## config.mk

```make
export PLATFORM = sky130hd
export DESIGN_NAME = interp_halfband_fir
export DESIGN_NICKNAME = d
export VERILOG_FILES = /design/src/rtl/interp_halfband_fir_pkg.sv /design/src/rtl/fir_mac_round_sat.sv /design/src/rtl/interp_halfband_fir.sv
export SDC_FILE = /design/constraint.sdc
export NUM_CORES = 2
export LEC_CHECK = 0
export ABC_AREA = 1
export BUFFER_PORTS_ARGS = -buffer_cell sky130_fd_sc_hd__buf_4
export CAP_MARGIN = 10
export CORE_ASPECT_RATIO = 0.75
export CORE_MARGIN = 2
export CORE_UTILIZATION = 35
export DETAILED_ROUTE_END_ITERATION = 8
export GPL_TIMING_DRIVEN = 1
export PLACE_DENSITY = 0.56
export SKIP_CTS_REPAIR_TIMING = 1
export SYNTH_ARGS = -nofsm -noshare
export SYNTH_HDL_FRONTEND = slang
export SYNTH_SLANG_ARGS = --single-unit
export TNS_END_PERCENT = 50
```

## constraint.sdc

```tcl
create_clock -name clk -period 19.55 [get_ports clk]
set_clock_uncertainty 0.1 [all_clocks]
set_input_delay 2.9325 -clock clk [delete_from_list [all_inputs] [get_ports clk]]
set_output_delay 2.9325 -clock clk [all_outputs]
set_load 0.05 [all_outputs]
```

## src/rtl/interp_halfband_fir_pkg.sv

```systemverilog
// Shared constants, FSM state type and coefficient table for the
// halfband interpolation FIR.
package interp_halfband_fir_pkg;

  localparam int DW        = 18;
  localparam int CW        = 18;
  localparam int COEF_FRAC = 16;
  localparam int AW        = 40;
  localparam int NTAPS     = 15;
  localparam int PW        = DW + 1;
  localparam int MW        = PW + CW;

  localparam logic signed [DW-1:0] SAT_MAX = {1'b0, {(DW-1){1'b1}}};
  localparam logic signed [DW-1:0] SAT_MIN = {1'b1, {(DW-1){1'b0}}};

  typedef enum logic [1:0] {IDLE, ACC, OUT} state_t;

  // Upper half of the symmetric impulse response; c[k] == c[14-k].
  function automatic logic signed [CW-1:0] coef(input logic [2:0] k);
    case (k)
      3'd0:    coef = -18'sd1232;
      3'd2:    coef = 18'sd3500;
      3'd4:    coef = -18'sd10500;
      3'd6:    coef = 18'sd41000;
      3'd7:    coef = 18'sd65536;
      default: coef = '0;
    endcase
  endfunction

endpackage

```

## src/rtl/fir_mac_round_sat.sv

```systemverilog
// Time-shared pre-add / multiply / accumulate with rounding and
// saturation of the accumulated result to the output width.
module fir_mac_round_sat
  import interp_halfband_fir_pkg::*;
(
  input  logic                 clk,
  input  logic                 rst,
  input  logic                 clear_i,
  input  logic                 en_i,
  input  logic                 last_i,
  input  logic signed [DW-1:0] tap_a_i,
  input  logic signed [DW-1:0] tap_b_i,
  input  logic signed [CW-1:0] coef_i,
  output logic signed [DW-1:0] y_sat_o
);

  localparam logic signed [AW-1:0] ROUND_K = AW'(1) << (COEF_FRAC - 1);
  localparam logic signed [AW-1:0] HI_W = {{(AW-DW){SAT_MAX[DW-1]}}, SAT_MAX};
  localparam logic signed [AW-1:0] LO_W = {{(AW-DW){SAT_MIN[DW-1]}}, SAT_MIN};

  logic signed [PW-1:0] pre;
  logic signed [MW-1:0] prod;
  logic signed [AW-1:0] acc_q, acc_d, rnd_sum, shifted;

  always_comb begin
    // The centre tap has no mirror partner, so it bypasses the pre-add.
    if (last_i) pre = {tap_a_i[DW-1], tap_a_i};
    else        pre = {tap_a_i[DW-1], tap_a_i} + {tap_b_i[DW-1], tap_b_i};
    prod = {{CW{pre[PW-1]}}, pre} * {{PW{coef_i[CW-1]}}, coef_i};

    acc_d = acc_q;
    if (clear_i)   acc_d = '0;
    else if (en_i) acc_d = acc_q + {{(AW-MW){prod[MW-1]}}, prod};

    rnd_sum = acc_q + ROUND_K;
    shifted = rnd_sum >>> COEF_FRAC;
    if (shifted > HI_W)      y_sat_o = SAT_MAX;
    else if (shifted < LO_W) y_sat_o = SAT_MIN;
    else                     y_sat_o = shifted[DW-1:0];
  end

  always_ff @(posedge clk or posedge rst) begin
    if (rst) acc_q <= '0;
    else     acc_q <= acc_d;
  end

endmodule

```

## src/rtl/interp_halfband_fir.sv

```systemverilog
// 15-tap halfband interpolation FIR: delay line plus an FSM sequencing
// one shared MAC over eight cycles per input sample.
module interp_halfband_fir
  import interp_halfband_fir_pkg::*;
(
  input  logic                 clk,
  input  logic                 reset,
  input  logic                 sam_clk,
  input  logic signed [DW-1:0] x_in,
  output logic signed [DW-1:0] y,
  output logic                 y_valid,
  output logic                 busy,
  output logic                 overrun
);

  state_t               state_q, state_d;
  logic [2:0]           k_q, k_d;
  logic signed [DW-1:0] dl_q [NTAPS];
  logic signed [DW-1:0] y_q, y_sat;
  logic                 y_valid_q, overrun_q, overrun_d;
  logic                 shift, clear, en, y_load, last;
  logic [3:0]           idx_a, idx_b;

  always_comb begin
    state_d   = state_q;
    k_d       = k_q;
    shift     = 1'b0;
    clear     = 1'b0;
    en        = 1'b0;
    y_load    = 1'b0;
    // Samples arriving outside IDLE (including the OUT->IDLE cycle) are dropped.
    overrun_d = overrun_q | (sam_clk && (state_q != IDLE));
    case (state_q)
      IDLE: if (sam_clk) begin
        shift   = 1'b1;
        clear   = 1'b1;
        k_d     = '0;
        state_d = ACC;
      end
      ACC: begin
        en  = 1'b1;
        k_d = k_q + 3'd1;
        if (k_q == 3'd7) state_d = OUT;
      end
      OUT: begin
        y_load  = 1'b1;
        state_d = IDLE;
      end
      default: state_d = IDLE;
    endcase
  end

  always_ff @(posedge clk or posedge reset) begin
    if (reset) begin
      state_q   <= IDLE;
      k_q       <= '0;
      y_q       <= '0;
      y_valid_q <= 1'b0;
      overrun_q <= 1'b0;
      for (int unsigned i = 0; i < NTAPS; i++) dl_q[i] <= '0;
    end else begin
      state_q   <= state_d;
      k_q       <= k_d;
      y_valid_q <= y_load;
      overrun_q <= overrun_d;
      if (y_load) y_q <= y_sat;
      if (shift) begin
        dl_q[0] <= x_in;
        for (int unsigned i = 1; i < NTAPS; i++) dl_q[i] <= dl_q[i-1];
      end
    end
  end

  assign idx_a = {1'b0, k_q};
  assign idx_b = 4'(NTAPS - 1) - idx_a;
  assign last  = (k_q == 3'd7);

  fir_mac_round_sat u_mac (
    .clk     (clk),
    .rst     (reset),
    .clear_i (clear),
    .en_i    (en),
    .last_i  (last),
    .tap_a_i (dl_q[idx_a]),
    .tap_b_i (dl_q[idx_b]),
    .coef_i  (coef(k_q)),
    .y_sat_o (y_sat)
  );

  assign y       = y_q;
  assign y_valid = y_valid_q;
  assign busy    = (state_q != IDLE);
  assign overrun = overrun_q;

endmodule

```

==> flow_summary.toml <==
[final_layout]
area_delta_synth_final_pct = 8.71
drive_gt1_frac = 0.0463
finish.utilization = 0.383
postLayoutCellArea_mm2 = 0.0327
antenna_cells = 0
fin_nets = 4325

[timing]
fmaxAchievable_mhz = 76.4
rsz0062_at_grt = "no"
relSlewSlack = 0.122
finalHoldViolCount = 0
maxSlewViolCount = 0
fin_crit_ns = 13.09
post-route-period-util = 0.670
setup_viol = 0
setup_ws_ns = 6.46
worst_pin_slew_ns = 1.32
finalSetupTns_ns = 0

[floorplan]
core_area_mm2 = 0.0855
num_rows = 93
die_x_um = 343
dieArea_mm2 = 0.0884
die_y_um = 258
ios = 42
initial_core_util = 0.352

[cts]
cts_sinks = 333
clk_path_buf_depth = 3
numCtsBuffers = 38
clkTransAtPathRegs_ns = 0.07
clk_latency_ns = 0.58
cts_root_buffer = "clkbuf_16"
cts_tree = "done"
cts_max_level = 2

[run]
max_cap_viol_count = 0

[hold_path]
min_from = "dl_q[16]$_DFFE_PP0P_"
hold_class = "register to register"

[placement]
io_buffers = 41
place_congestion = 0.899
placed_area_mm2 = 0.0315
pre_cts_slack_ns = 6.58
hpwl_um = 63600

[synth]
yosys_warnings = 0
synth_nets = 4370
synth_edf_count = 0
synth.avg_cell_area_um2 = 7.76
synth-seq-cells = 333
syn-cell-area_mm2 = 0.0301
ys_seq_area_frac = 0.277
ys.flop_type = "dfrtp_1"
synth_cells = 3881
ys_types = 59
async_flop_share = 1.00

[detailed_routing]
wl_per_cell_um = 16.7
vias = 24739
finalWirelength_um = 83800
vias_per_cell = 4.94
dr.first_iter.drc_count = 2176
drc_errors = 0
drtPass1Iterations = 5
ant_nets = 0

[global_routing]
antenna_found_initial = 0
grt_pass1_vias = 24350
grt_usage = 0.194
gr-total-overflow = 0
grt_max_degree = 219
grt_pass1_wl_um = 137000

[critical_path]
start_kind = "register"
cp_slowest_cell = "fa_1"
regToRegStartpoint = "k_q[1]$_DFFE_PP0P_"
crit_start = "k_q[1]$_DFFE_PP0P_"
crit_fanout = 61
worst_ep_arrival_time_ns = 13.45
r2r_setup_slack_ns = 6.46
crit_required_ns = 19.91
slowest_delay_ns = 1.01
path_class = "register to register"
end_kind = "register"
path_common_cell = "nand3_1"

[run_status]
outcome = "finished clean"
==> sequential cells by signal, summed over array words and instances, names as in the netlist <==
signal	cells
dl_q	270
u_mac.acc_q	38
y	18
k_q	3
state_q	2
overrun	1
y_valid	1
==> cell families (layout without fill, tap and decap cells) <==
family	after synthesis	count (layout)	synth area share
XOR/XNOR	82	82	0.0241
AND/OR/NAND/NOR	1460	1460	0.195
multiplexers	1	1	0.000332
AO/OA/AOI/OAI	747	747	0.136
flip-flops	333	333	0.277
adder cells (fa/ha/maj)	468	468	0.269
buffers and inverters	790	772	0.0997
==> worst max-delay path: cells and delay by family (launching register included) <==
kind / cells / cell delay, ns
compound gates: 10 / 1.81
xor+xnor: 1 / 0.20
fa+ha+maj: 11 / 5.88
buf+inv: 5 / 1.49
flops: 1 / 0.78
simple gates: 17 / 2.67
==> cells in the final DEF (no fill, tap or decap), types with 4 or more instances in the layout <==
cell	synthesis	layout
a22oi_1	6	6
a21o_1	16	16
nand2_1	957	957
clkinv_2	0	5
nand4_1	15	15
inv_2	6	7
o21ai_1	7	7
clkbuf_1	125	8
a21oi_2	10	10
o211ai_1	26	26
o21ai_0	434	434
o22ai_1	7	7
o21bai_1	10	10
a21oi_1	176	176
xnor2_1	19	19
o31ai_1	8	8
inv_1	626	624
dfrtp_1	333	332
fa_1	298	298
buf_4	0	67
ha_1	170	169
clkbuf_8	0	6
nor3_1	19	19
nand3_1	134	134
or2_2	10	10
xor2_1	62	62
clkbuf_16	0	38
clkinv_1	5	4
a31oi_1	18	18
nor4_1	8	8
a22o_1	4	4
a32o_1	4	4
nor2_1	298	295
==> per-stage QoR <==
step / cells / hold WS [ns]
6_report: 5003 / 0.375
5_1_grt: 5003 / 0.394
4_1_cts: 5003 / 0.381
3_5_place_dp: 4936 / 0.365
3_3_place_gp: 4936 / 0.357
2_1_floorplan: 3881 / 0.342
==> final cells by class <==
cell class	instances	area [µm²]
Fill cell	8928	52800
Clock inverter	15	191
Clock buffer	52	1060
Timing Repair Buffer	68	523
Sequential cell	333	8340
Multi-Input combinational cell	2758	18800
Tap cell	1140	1430
Inverter	637	2400
==> routing by layer <==
layer  track usage  part of all wire  up-vias  wire length (µm)
met5             0                 0        -                 0
met4        0.0374             0.018        0              1520
met3        0.0389             0.072       99              6010
met2         0.278              0.41      711             34300
met1         0.301              0.50    11816             42000
li1              -                 -    12113                 -
==> synthesized netlist by cell type, types with 17 or more instances <==
library cell,number,area share
a21oi_1,176,0.029
a31oi_1,18,0.0037
buf_2,17,0.0028
clkbuf_1,125,0.016
dfrtp_1,333,0.28
fa_1,298,0.20
ha_1,170,0.071
inv_1,626,0.078
nand2_1,957,0.12
nand3_1,134,0.022
nor2_1,298,0.037
nor3_1,19,0.0032
o211ai_1,26,0.0065
o21ai_0,434,0.072
xnor2_1,19,0.0055
xor2_1,62,0.018
==> worst paths after layout <==
check,end,cells after the start
min reg2reg,dl_q[16]$_DFFE_PP0P_,2
min,dl_q[16]$_DFFE_PP0P_,2
max in group asynchronous,dl_q[178]$_DFFE_PP0P_,3
min in group asynchronous,overrun$_DFF_PP0_,2
max reg2reg,u_mac.acc_q[36]$_DFFE_PP0P_,44
max,u_mac.acc_q[36]$_DFFE_PP0P_,44
Power is left out: the tool's default activity adds up to more than one toggle a clock period on the data nets, which glitch-free logic cannot reach.
